===== config.mk =====
export PLATFORM = sky130hd
export DESIGN_NAME = pe_drain_collector
export DESIGN_NICKNAME = d
export VERILOG_FILES = /design/src/rtl/pe_drain_collector.sv
export SDC_FILE = /design/constraint.sdc
export NUM_CORES = 1
export LEC_CHECK = 0
export CAP_MARGIN = 20
export CORE_ASPECT_RATIO = 0.8
export CORE_UTILIZATION = 45
export CTS_CLUSTER_DIAMETER = 80
export DETAILED_ROUTE_END_ITERATION = 10
export PLACE_DENSITY = 0.68
export SKIP_CTS_REPAIR_TIMING = 1
export SYNTH_ARGS = -nofsm -noshare
export SYNTH_HDL_FRONTEND = slang
export SYNTH_SLANG_ARGS = --single-unit

===== constraint.sdc =====
create_clock -name clk_i -period 3.2 [get_ports clk_i]
set_input_delay 0.48 -clock clk_i [delete_from_list [all_inputs] [get_ports clk_i]]
set_output_delay 0.48 -clock clk_i [all_outputs]
set_load 0.005 [all_outputs]

===== src/rtl/pe_drain_collector.sv =====
// Drain collector for the systolic array PE column: narrows accumulator results, buffers them
// in a FIFO and streams them out with a per-tile last flag. Define DRAIN_SATURATE_EN to clamp
// instead of truncate when narrowing.
module pe_drain_collector #(
    parameter int DIM   = 4,
    parameter int ACC_W = 32,
    parameter int OUT_W = 16,
    parameter int DEPTH = 8
) (
    input  logic             clk_i,
    input  logic             reset,
    input  logic             start_i,
    input  logic             drain_valid_i,
    input  logic [ACC_W-1:0] drain_data_i,
    output logic             drain_ready_o,
    output logic             out_valid_o,
    output logic [OUT_W-1:0] out_data_o,
    output logic             out_last_o,
    input  logic             out_ready_i,
    output logic             busy_o,
    output logic             overflow_o
);

    localparam int TILE = DIM * DIM;
    localparam int CW   = (TILE > 1) ? $clog2(TILE) : 1;
    localparam int AW   = $clog2(DEPTH);

    typedef enum logic [1:0] {
        IDLE    = 2'd0,
        COLLECT = 2'd1,
        DRAIN   = 2'd2
    } state_t;

    state_t state, state_next;

    logic [CW-1:0]           cnt;
    logic [AW:0]             wr_ptr;
    logic [AW:0]             rd_ptr;
    logic signed [OUT_W-1:0] mem_data [DEPTH];
    logic                    mem_last [DEPTH];

    logic full, empty, push, pop, tile_end;
    logic signed [OUT_W-1:0] narrowed;

`ifdef DRAIN_SATURATE_EN
    localparam logic signed [ACC_W-1:0] SAT_MAX = {{(ACC_W-OUT_W+1){1'b0}}, {(OUT_W-1){1'b1}}};
    localparam logic signed [ACC_W-1:0] SAT_MIN = {{(ACC_W-OUT_W+1){1'b1}}, {(OUT_W-1){1'b0}}};

    function automatic logic signed [OUT_W-1:0] narrow(input logic signed [ACC_W-1:0] v);
        logic signed [ACC_W-1:0] c;
        if (v > SAT_MAX)
            c = SAT_MAX;
        else if (v < SAT_MIN)
            c = SAT_MIN;
        else
            c = v;
        return c[OUT_W-1:0];
    endfunction
`else
    function automatic logic signed [OUT_W-1:0] narrow(input logic signed [ACC_W-1:0] v);
        return v[OUT_W-1:0];
    endfunction
`endif

    // Pointers carry one extra wrap bit to tell full from empty.
    assign full     = (wr_ptr[AW] != rd_ptr[AW]) && (wr_ptr[AW-1:0] == rd_ptr[AW-1:0]);
    assign empty    = (wr_ptr == rd_ptr);
    assign push     = drain_valid_i & drain_ready_o;
    assign pop      = out_valid_o & out_ready_i;
    assign tile_end = (cnt == CW'(TILE - 1));
    assign narrowed = narrow(drain_data_i);

    always_ff @(posedge clk_i) begin
        if (!reset)
            state <= IDLE;
        else
            state <= state_next;
    end

    always_comb begin
        state_next = state;
        case (state)
            IDLE:    if (start_i) state_next = COLLECT;
            COLLECT: if (push && tile_end) state_next = DRAIN;
            DRAIN:   if (pop && out_last_o) state_next = IDLE;
            default: state_next = IDLE;
        endcase
    end

    always_comb begin
        drain_ready_o = (state == COLLECT) && !full;
        busy_o        = (state != IDLE);
    end

    // cnt holds at DIM*DIM-1 after the final accept until the next start clears it.
    always_ff @(posedge clk_i) begin
        if (!reset)
            cnt <= '0;
        else if (state == IDLE && start_i)
            cnt <= '0;
        else if (push && !tile_end)
            cnt <= cnt + 1'b1;
    end

    always_ff @(posedge clk_i) begin
        if (!reset) begin
            wr_ptr <= '0;
            rd_ptr <= '0;
        end else begin
            if (push)
                wr_ptr <= wr_ptr + 1'b1;
            if (pop)
                rd_ptr <= rd_ptr + 1'b1;
        end
    end

    always_ff @(posedge clk_i) begin
        if (!reset)
            overflow_o <= 1'b0;
        else if (state == COLLECT && drain_valid_i && full)
            overflow_o <= 1'b1;
    end

    always_ff @(posedge clk_i) begin
        if (push) begin
            mem_data[wr_ptr[AW-1:0]] <= narrowed;
            mem_last[wr_ptr[AW-1:0]] <= tile_end;
        end
    end

    // Head outputs are gated so nothing stale leaks out of an empty FIFO.
    assign out_valid_o = !empty;
    assign out_data_o  = empty ? '0 : mem_data[rd_ptr[AW-1:0]];
    assign out_last_o  = empty ? 1'b0 : mem_last[rd_ptr[AW-1:0]];

endmodule


* Word level (Yosys, flattened, before mapping)
Memories as Yosys holds them, arrays and structs flattened. A register that Yosys moved wholly into a read port is not among the register bits.
Cells that the tools add are included.
** Cells by class
- Magnitude comparators :: 0
- Add/sub/neg operators :: 3
- Div/mod/pow operators :: 0
- Multiply operators :: 0
- Bitwise gates (word level) :: 3
- Reduce and logical (&&, ||, !) cells :: 15
- Shift operators :: 0
- Muxes and demuxes :: 12
- Equal/unequal tests :: 9
** Operators with widths (number)
- 16-bit two-way mux :: 1
- 4-bit by 1-bit adder with 4-bit output, second input constant :: 3
- 3-bit two-way mux :: 4
- 1-bit logical AND :: 8
- 2-bit two-way mux :: 3
- 2-bit inequality test, second input constant :: 3
- 2-bit one-hot mux with 3 select lines :: 1
- 4-bit equality test :: 1
- 4-bit equality test, second input constant :: 1
- 3-bit equality test :: 1
- 1-bit logical NOT :: 3
- 1-bit two-way mux :: 3
- 3-bit AND reduction :: 1
- 1-bit bitwise AND :: 2
- 2-bit by 1-bit equality test with 1-bit output, second input constant :: 1
- 2-bit equality test, second input constant :: 1
- 2-bit logical NOT :: 1
- 2-bit nonzero test :: 1
- 2-bit OR reduction :: 1
- 1-bit inequality test :: 1
- 1-bit NOT :: 1
** Storage, ports and cells
- Memories :: 2
- Input port bits :: 37
- Bits in read-only memories :: 0
- Word-level logic and storage cells :: 49
- RAM bits :: 136
- Bits in latches :: 0
- Bits in registers :: 15
** Memories
- mem_data :: depth 8, bits a word 16, read ports 1, clocked after Yosys merged registers in 1, wr ports 1, RTL line 39 : logic signed [OUT_W-1:0] mem_data [DEPTH];
- mem_last :: depth 8, bits a word 1, read ports 1, clocked after Yosys merged registers in 1, wr ports 1, RTL line 40 : logic mem_last [DEPTH];

* Longest topological paths before layout
- Depth after elaboration :: 8
- Gate-level depth with buffers :: 6
- Mapped depth without buffers :: 5

* Worst setup path before layout
Ideal clock, no wire load.
- Path type :: register to register
- Start point :: register wr_ptr[2]
- End point :: memory mem_data[0][0], enable pin
- Setup time :: 0.413 ns
- Path buffers :: 1
- Setup slack :: 0.509 ns
- Required time :: 2.787 ns
- Arrival :: 2.279 ns
- Clock period less this slack :: 2.691 ns
- Cell stages (with the launch flop) :: 6
- Cell sequence :: dfxtp_1 -> buf_4 -> xnor2_1 -> a41oi_2 -> nand2b_1 -> nor3_1
** Between the ends
- Longest elaborated chain between the ends :: 7
** Ends and longest elaborated chain
- from (decl) :: RTL line 37 : logic [AW:0] wr_ptr;
- from (signal assigned) :: RTL line 111 : wr_ptr <= wr_ptr + 1'b1;
- 3-bit equality test :: RTL line 66 : assign full = (wr_ptr[AW] != rd_ptr[AW]) && (wr_ptr[AW-1:0] == rd_ptr[AW-1:0]);
- 1-bit logical AND :: RTL line 66
- 1-bit logical NOT :: RTL line 91 : drain_ready_o = (state == COLLECT) && !full;
- 1-bit logical AND :: RTL line 91
- 1-bit bitwise AND :: RTL line 68 : assign push = drain_valid_i & drain_ready_o;
- 1-bit two-way mux :: RTL line 125 : if (push) begin
- 1-bit two-way mux (implied by the code) :: RTL line 126 : mem_data[wr_ptr[AW-1:0]] <= narrowed;
- to (decl) :: RTL line 39
Parallel ways exist; a longest one is shown, timed or not.

==> run metrics <==
Overflow after GRT 0; clock slew at reported path FFs 0.06 ns; Die Area 14,100 µm²; Critical Path Start Type register; Final Skew 0.00800 ns; clk sinks 154; Routed WL 11,100 µm; Setup crit end out_data_o[3]; number of top-level pins 58; worst r2r src wr_ptr[1]$_SDFFE_PN0P_; dpl cell area 6820 µm²; ys flop type edfxtp_1; most frequent cells in the layout edfxtp_1 (136), clkdlybuf4s50_1 (41), mux4_2 (34); HP Class register to register; Worst slew margin 0.640; commonest non-fill, non-tap cell in the layout edfxtp_1; Min Clock Period, post-route 2.94 ns; WL/cell 19.3 µm; outcome completed; post-route ant nets 0; Non-Filler Cell Area, Final 7470 µm²; clock latency on the worst-skew pair 0.41 ns; Via-to-Cell Ratio 5.36; I/O Buffers 41; final hold vios 0; Iter 0 DRT Violations 251; Setup crit end kind output port; DRC 0; RSZ-0062 raised after global routing no; Max VDD drop 397 µV; Max H-tree Level 4; reg-to-reg endpoint mem_data[0][7]$_DFFE_PP_; pin count of the biggest net entering global routing 34; DP HPWL 6550 µm; Syn Area/Cell 19.0 µm²; TritonCTS Buffers 17; Syn. warnings 0; Synth area leader edfxtp_1; Max Cap Violations 0; Highest Clock Rate 340 MHz; DR pass1 iterations 4; Post-Synthesis Cells 322; Crit Path Class register to output port; CP Data Arrival Time 2.46 ns; routability cong. 0.698; first-pass GRT wire length 17,600 µm; Slew Viols, Final 0; Die Ht 106 µm; distinct cell type count after synthesis 39; ANT cells 0; Total GRT Usage 0.175; die width 132 µm; Post-Route Setup TNS 0 ns; Mapped Nets 362; vias in the first global route 3,074; final net count 426; sequential element share of the synthesized area 0.726; Power Total 4.76 mW; Post-synth EDFFs 136; CTS tree built; Worst-Margin Slew 0.538 ns; Syn Std Cell Area 6120 µm²; pwr/cell area 638 nW/µm²; final setup fails 0; num rows 37; initial antenna violation count 0; Synth top area share 0.667; Post-synth ARST share 0; CTS Buffer Depth 2; flop2flop setup slack 0.98 ns; Synth area leaders edfxtp_1 (67%), mux4_2 (13%), dfxtp_1 (5.9%); Core Area 13,100 µm²; Yosys reg bits 154; WP data required 2.72 ns; area grow syn2layout 22.1%; CTS root buf clkbuf_16; fin crit share 0.918; share of layout cells above drive strength 1 0.236; Leakage 2.38 nW; CP Max Fanout 10; number of vias in the routed layout 3,077; r2r worst-path depth 5; Initial Utilization 0.469
metrics by stage:
stage / setup slack, ns / utilization / std cells / hold slack [ns]
final: 0.262 / 0.572 / 574 / 0.502
after global routing: 0.0536 / 0.572 / 574 / 0.521
after CTS: 0.185 / 0.572 / 574 / 0.498
after detailed placement: 0.649 / 0.523 / 542 / 0.488
after global placement: 0.638 / 0.523 / 542 / 0.446
after floorplan: 0.509 / - / 322 / 0.464
report_power, final:
group | switching, mW | internal [mW]
logic | 0.161 | 0.211
clock network | 0.783 | 1.39
registers | 0.0205 | 2.20
total | 0.965 | 3.80
worst max-delay path, stage by stage, from the launching register on:
cell	delay, ns
dfxtp_2	0.51
buf_4	0.31
mux4_2	0.54
mux2i_1	0.17
nor2_1	0.07
clkdlybuf4s50_1	0.45
cell type report:
cell class | count | area [µm²]
fillers | 1001 | 5590
flip-flops and latches | 154 | 4450
multi-input cells | 147 | 1580
repair buffers | 60 | 553
clock buffers | 17 | 425
clock inverters | 15 | 223
well taps | 175 | 219
inverters | 6 | 22.5
how the worst min path moves through the flow:
stage / from / to / slack, ns / cells past startpoint
after floorplan: overflow_o$_SDFFE_PN0P_ / overflow_o$_SDFFE_PN0P_ / 0.46 / 1
after global placement: overflow_o$_SDFFE_PN0P_ / overflow_o$_SDFFE_PN0P_ / 0.45 / 1
after detailed placement: overflow_o$_SDFFE_PN0P_ / overflow_o$_SDFFE_PN0P_ / 0.49 / 1
after CTS: overflow_o$_SDFFE_PN0P_ / overflow_o$_SDFFE_PN0P_ / 0.50 / 1
after global routing: overflow_o$_SDFFE_PN0P_ / overflow_o$_SDFFE_PN0P_ / 0.52 / 1
final: overflow_o$_SDFFE_PN0P_ / overflow_o$_SDFFE_PN0P_ / 0.50 / 1
kinds of logic after synthesis:
kind of cell / after synthesis / share of synthesized area
flip-flops: 154 / 0.726
AND/OR/NAND/NOR: 59 / 0.0468
multiplexers: 54 / 0.158
AO/OA/AOI/OAI: 23 / 0.0317
buffers and inverters: 21 / 0.0172
XOR/XNOR: 8 / 0.0139
adder cells (fa/ha/maj): 3 / 0.00614
synth_stat cells, types with 2 or more instances:
| cell type | number |
|---|---|
| edfxtp_1 | 136 |
| o211ai_1 | 2 |
| xnor2_1 | 4 |
| nand3_1 | 5 |
| mux2i_1 | 20 |
| and2_1 | 2 |
| clkbuf_1 | 5 |
| a21boi_0 | 5 |
| dfxtp_1 | 18 |
| mux4_2 | 34 |
| a21oi_1 | 2 |
| o21ai_0 | 3 |
| o31ai_1 | 2 |
| nor3_1 | 3 |
| ha_1 | 3 |
| inv_1 | 6 |
| buf_2 | 6 |
| buf_6 | 2 |
| xor2_1 | 2 |
| nor2_1 | 27 |
| nand2_1 | 9 |
| o21a_1 | 3 |
| nand2b_1 | 6 |
| xor2_2 | 2 |
registers in the layout, summed over array words and instances (netlist names), named ones only:
signal	cells
rd_ptr	4
overflow_o	1
wr_ptr	4
mem_last	8
cnt	4
mem_data	128
state	2
routing by layer:
| metal | routed length (µm) | share of wire | global-route usage |
|---|---|---|---|
| met1 | 4770 | 0.43 | 0.224 |
| met2 | 5740 | 0.52 | 0.282 |
| met3 | 428 | 0.039 | 0.0472 |
| met4 | 134 | 0.012 | 0.0739 |
| met5 | 0 | 0 | 0 |
Power figures use the tool's default switching activity.
